===== config.mk =====
export PLATFORM = sky130hd
export DESIGN_NAME = param_data_memory
export DESIGN_NICKNAME = d
export VERILOG_FILES = /design/src/rtl/param_data_memory.sv
export SDC_FILE = /design/constraint.sdc
export NUM_CORES = 1
export LEC_CHECK = 0
export BUFFER_PORTS_ARGS = -buffer_cell sky130_fd_sc_hd__buf_2
export CAP_MARGIN = 20
export CORE_UTILIZATION = 42
export CTS_CLUSTER_SIZE = 40
export DETAILED_ROUTE_END_ITERATION = 10
export GPL_ROUTABILITY_DRIVEN = 0
export GPL_TIMING_DRIVEN = 0
export PLACE_DENSITY_LB_ADDON = 0.15
export SLEW_MARGIN = 20
export SYNTH_ARGS = -nofsm -noshare
export SYNTH_HDL_FRONTEND = slang
export SYNTH_SLANG_ARGS = --single-unit
export TNS_END_PERCENT = 100

===== constraint.sdc =====
create_clock -name clk -period 5.6 [get_ports clk]
set_input_delay 0 -clock clk [delete_from_list [all_inputs] [get_ports clk]]
set_output_delay 0 -clock clk [all_outputs]
set_load 0.01 [all_outputs]

===== src/rtl/param_data_memory.sv =====
// Parameterised single-port-per-direction data memory with byte-masked writes,
// selectable read-during-write behaviour and a full-memory clear sweep that
// also runs automatically after reset.
module param_data_memory #(
    parameter int DATA_W   = 16,
    parameter int ADDR_W   = 6,
    parameter int DEPTH    = 64,
    parameter int RDW_MODE = 0
) (
    input  logic                clk,
    input  logic                reset,
    input  logic                enable_read,
    input  logic [ADDR_W-1:0]   address_read,
    input  logic                enable_write,
    input  logic [ADDR_W-1:0]   address_write,
    input  logic [DATA_W-1:0]   data_write,
    input  logic [DATA_W/8-1:0] write_mask,
    input  logic                clear_req,
    output logic [DATA_W-1:0]   data_read,
    output logic                read_valid,
    output logic                busy,
    output logic                addr_error
);

    localparam int NB = DATA_W / 8;
    // One extra bit so DEPTH == 2**ADDR_W is representable in the range check.
    localparam logic [ADDR_W:0]   DEPTH_EXT = (ADDR_W+1)'(DEPTH);
    localparam logic [ADDR_W-1:0] LAST_ADDR = ADDR_W'(DEPTH - 1);

    typedef enum logic {IDLE, CLEAR} state_t;

    state_t              state_q, state_d;
    logic [ADDR_W-1:0]   clr_addr_q, clr_addr_d;
    logic [DATA_W-1:0]   rdata_q, rdata_d;
    logic                rvalid_q, rvalid_d;
    logic                aerr_q, aerr_d;

    logic [DATA_W-1:0]   mem [DEPTH];

    logic                mem_we;
    logic [ADDR_W-1:0]   mem_wa;
    logic [DATA_W-1:0]   mem_wd;

    logic                rd_acc, wr_acc, rd_inr, wr_inr, same_addr;
    logic [DATA_W-1:0]   rd_word, wr_word;

    // Replace only the bytes selected by the mask.
    function automatic logic [DATA_W-1:0] byte_merge(input logic [DATA_W-1:0] old_w,
                                                     input logic [DATA_W-1:0] new_w,
                                                     input logic [NB-1:0]     mask);
        logic [DATA_W-1:0] r;
        r = old_w;
        for (int b = 0; b < NB; b++) begin
            if (mask[b]) r[8*b +: 8] = new_w[8*b +: 8];
        end
        return r;
    endfunction

    // Access qualification and the candidate read / merged write words.
    always_comb begin
        rd_acc    = (state_q == IDLE) && enable_read;
        wr_acc    = (state_q == IDLE) && enable_write;
        rd_inr    = {1'b0, address_read}  < DEPTH_EXT;
        wr_inr    = {1'b0, address_write} < DEPTH_EXT;
        same_addr = (address_read == address_write);
        rd_word   = mem[address_read];
        wr_word   = byte_merge(mem[address_write], data_write, write_mask);
    end

    // Next-state, access handling and memory write port selection.
    always_comb begin
        state_d    = state_q;
        clr_addr_d = clr_addr_q;
        rdata_d    = rdata_q;
        rvalid_d   = 1'b0;
        aerr_d     = 1'b0;
        mem_we     = 1'b0;
        mem_wa     = address_write;
        mem_wd     = wr_word;
        case (state_q)
            IDLE: begin
                if (rd_acc) begin
                    rvalid_d = 1'b1;
                    if (rd_inr) begin
                        // New-data mode forwards the merged word of a colliding write.
                        if ((RDW_MODE != 0) && wr_acc && wr_inr && same_addr)
                            rdata_d = wr_word;
                        else
                            rdata_d = rd_word;
                    end else begin
                        rdata_d = '0;
                        aerr_d  = 1'b1;
                    end
                end
                if (wr_acc) begin
                    if (wr_inr) mem_we = 1'b1;
                    else        aerr_d = 1'b1;
                end
                // The access above completes on this edge; the sweep starts next.
                if (clear_req) begin
                    state_d    = CLEAR;
                    clr_addr_d = '0;
                end
            end
            CLEAR: begin
                mem_we = 1'b1;
                mem_wa = clr_addr_q;
                mem_wd = '0;
                if (clr_addr_q == LAST_ADDR) begin
                    state_d    = IDLE;
                    clr_addr_d = '0;
                end else begin
                    clr_addr_d = clr_addr_q + 1'b1;
                end
            end
            default: state_d = IDLE;
        endcase
    end

    // Control and output registers; reset forces a fresh sweep from address 0.
    always_ff @(posedge clk) begin
        if (reset) begin
            state_q    <= CLEAR;
            clr_addr_q <= '0;
            rdata_q    <= '0;
            rvalid_q   <= 1'b0;
            aerr_q     <= 1'b0;
        end else begin
            state_q    <= state_d;
            clr_addr_q <= clr_addr_d;
            rdata_q    <= rdata_d;
            rvalid_q   <= rvalid_d;
            aerr_q     <= aerr_d;
        end
    end

    // Storage array; no writes land while reset is held.
    always_ff @(posedge clk) begin
        if (!reset && mem_we) mem[mem_wa] <= mem_wd;
    end

    assign data_read  = rdata_q;
    assign read_valid = rvalid_q;
    assign addr_error = aerr_q;
    assign busy       = (state_q == CLEAR);

endmodule


==> flow_summary.ini <==
[status]
outcome = finished, final reports clean

[drt]
wirelength_um = 170000
viasPerCell = 6.74
wl_per_cell_um = 39.0
num_vias = 29400
drt_iter0_drc = 4836
drc = 0
ant_nets = 0
dr.pass1.iters = 9

[min_path]
hp-class = in -> reg
holdPathEnd = data_read[14]
holdPathStages = 5
min_from = address_read[4]

[placed_design]
dp.final_hpwl_um = 125000
dp_slack_ns = 0.567
place_inst = 4164
placed_area_mm2 = 0.0517
port_buffers = 46

[clock_network]
cts.path.max_buffers = 3
clk_pin_slew_ns = 0.06
ctsResizeCount = 0
cts-root-buf = clkbuf_16
clock_latency_ns = 0.71
cts_buffers = 108
cts_setup_buffers = 0
htreeDepth = 3
ctsHoldBuffers = 3
cts.sinks = 1048
cts_tree = built

[worst_setup_path]
cp_data_arrival_time_ns = 5.12
path_common_cell = clkbuf_1
cp.required_ns = 6.02
rrSetupSlack_ns = 1.57
worstSetupPathType = in -> reg
max_stage_delay_ns = 0.95
r2r-end = mem[49][5]
critPathLaunch = address_write[0]
worst_r2r_startpoint = busy
slowest_stage = buf_1
cp_cell_sequence = clkbuf_1, clkbuf_1, and2_1, buf_2, buf_1, a22oi_1, nand3_1, nand4_1, a221o_2, buf_16
worstPathMaxFanout = 33
end_kind = register
rr_worst_depth = 8
critPathLaunchType = input port

[synthesis]
postSynthCellCount = 2550
syn_area_mm2 = 0.0482
synth_top_flop_cell = edfxtp_1
synth_cell_types = 40
ys_seq_area_frac = 0.647
synthArstFlopShare = 0
synth_edf_count = 1024
yosysWarnings = 0
ys_ff_latch = 1048
syn_area_per_cell_um2 = 18.9
syn-num-nets = 2586

[global_route]
grt_overflow_total = 0
grt_start_max_net_pins = 65
grt_pass1_vias = 29000
antenna_found_initial = 10
grtUsageTotal = 0.292
grt_pass1_wl_um = 234000

[floorplanning]
pin_count = 54
rows = 123
die_x_um = 341
core_area_mm2 = 0.113
die_h_um = 341
die_area_mm2 = 0.116
start_util = 0.426

[timing]
slew_headroom = 0.192
layout_setup_ws_ns = 0.902
rsz0062_at_grt = no
fin_crit_sh = 0.839
finalCriticalPeriod_ns = 4.70
skew_ns = 0.0343
slew_viol_final = 0
hold_viol = 0
finalSetupViolations = 0
setup-tns-final_ns = 0
fmax_mhz = 213
tightest_slew_ns = 1.21

[power_and_ir_drop]
pwr-share-seq = 0.508
p_int_uw = 12900
p_switching_uw = 3880
combPwrFrac = 0.076
powerDensity_mw_per_mm2 = 304
p_clk_frac = 0.415
swShare = 0.232
ir_worst_vdd_v = 0.000211
p_leak_uw = 0.0185

[final_layout]
final_common_cell = edfxtp_1
final_cell_area_mm2 = 0.0550
finish.utilization = 0.487
syn_to_final_growth_pct = 14.1
final_cell_count_no_fill = 4364
drive_gt1_frac = 0.286
layout_common_cells = 1024 x edfxtp_1, 401 x mux4_2, 290 x mux2i_1, 225 x a22oi_1, 116 x clkbuf_1
nets = 2814
nFillCells = 9191

[job]
max_cap_violations = 0
-- how the worst max path moves through the flow --
| stage | end | slack (ns) | cells after the start |
|---|---|---|---|
| 4_1_cts | mem[7][5] | 1.29 | 10 |
| 6_report | mem[36][7] | 0.90 | 10 |
| 2_1_floorplan | mem[0][10] | 2.74 | 7 |
| 3_5_place_dp | mem[6][5] | 0.57 | 10 |
| 5_1_grt | mem[10][6] | 1.05 | 10 |
| 3_3_place_gp | mem[33][5] | -0.62 | 9 |
-- power groups by stage --
stage | sequential [uW] | clock (uW) | combinational (uW)
3_5_place_dp | 8680 | 0 | 1230
2_1_floorplan | 8680 | 0 | 721
6_report | 8520 | 6950 | 1280
3_3_place_gp | 8680 | 0 | 1210
4_1_cts | 8510 | 7000 | 1240
5_1_grt | 8510 | 7270 | 1300
-- registers in the layout (all words and copies together) (netlist names) --
| register | flops |
|---|---|
| read_valid | 1 |
| clr_addr_q | 6 |
| busy | 1 |
| mem | 1024 |
| data_read | 16 |
-- cell families (layout without fill, tap and decap cells) --
kind of cell             count (synthesis)  in the layout  synth area share
flip-flops                            1048           1048             0.647
multiplexers                           708            708             0.256
AO/OA/AOI/OAI                          331            331            0.0516
AND/OR/NAND/NOR                        261            261            0.0268
buffers and inverters                  200            509            0.0178
adder cells (fa/ha/maj)                  1              1          0.000259
other                                    1              6         0.0000777
-- stage by stage --
step / total power [uW] / hold slack [ns]
floorplan: 9400 / 0.121
global placement: 9890 / 0.388
detailed placement: 9910 / 0.401
CTS: 16800 / 0.0793
global route: 17100 / 0.153
finish: 16700 / 0.108
-- synthesized netlist by cell type, drive strengths merged (4+ instances only) --
library cell  instances  area (um^2)
edfxtp             1024        30700
a221o                32          320
and2                 15         93.8
mux2i               290         2900
nor3                  5         25.0
nor3b                 8         60.1
a21boi                4         30.0
o21ai                 7         35.0
a21oi                25          125
nand4                33          206
and3                  5         31.3
a211o                17          149
o22ai                16          100
dfxtp                24          480
buf                  94          459
nor2                 80          300
nand2                27          101
nand3                70          350
clkbuf              105          394
nor2b                 7         43.8
mux4                416         9430
a22oi               225         1690
-- final cells by class --
cell class	instances	area (um^2)	area share
Antenna cell	5	12.5	0.000227
Buffer	199	870	0.0158
Clock buffer	133	2890	0.0525
Clock inverter	58	430	0.00782
Inverter	1	3.75	0.0000682
Multi-Input combinational cell	1302	16500	0.300
Sequential cell	1048	31200	0.567
Tap cell	1500	1880	0.0341
Timing Repair Buffer	118	1230	0.0224
-- worst max-delay path, delay by kind of cell --
family	cells	cell delay, ns
AO/OA/AOI/OAI	2	1.28
buffers and inverters	5	3.13
AND/OR/NAND/NOR	3	0.66
-- routing by layer --
metal  up-vias  track usage  part of all wire  routed length (um)
li1      11500            -                 -                   -
met1     15600        0.410              0.39               66200
met2      2012        0.420              0.43               73300
met3       309        0.103              0.14               23600
met4        10        0.106             0.040                6730
met5         -      0.00613           0.00088                 150
Note: power is estimated with default switching activity, not from simulation.
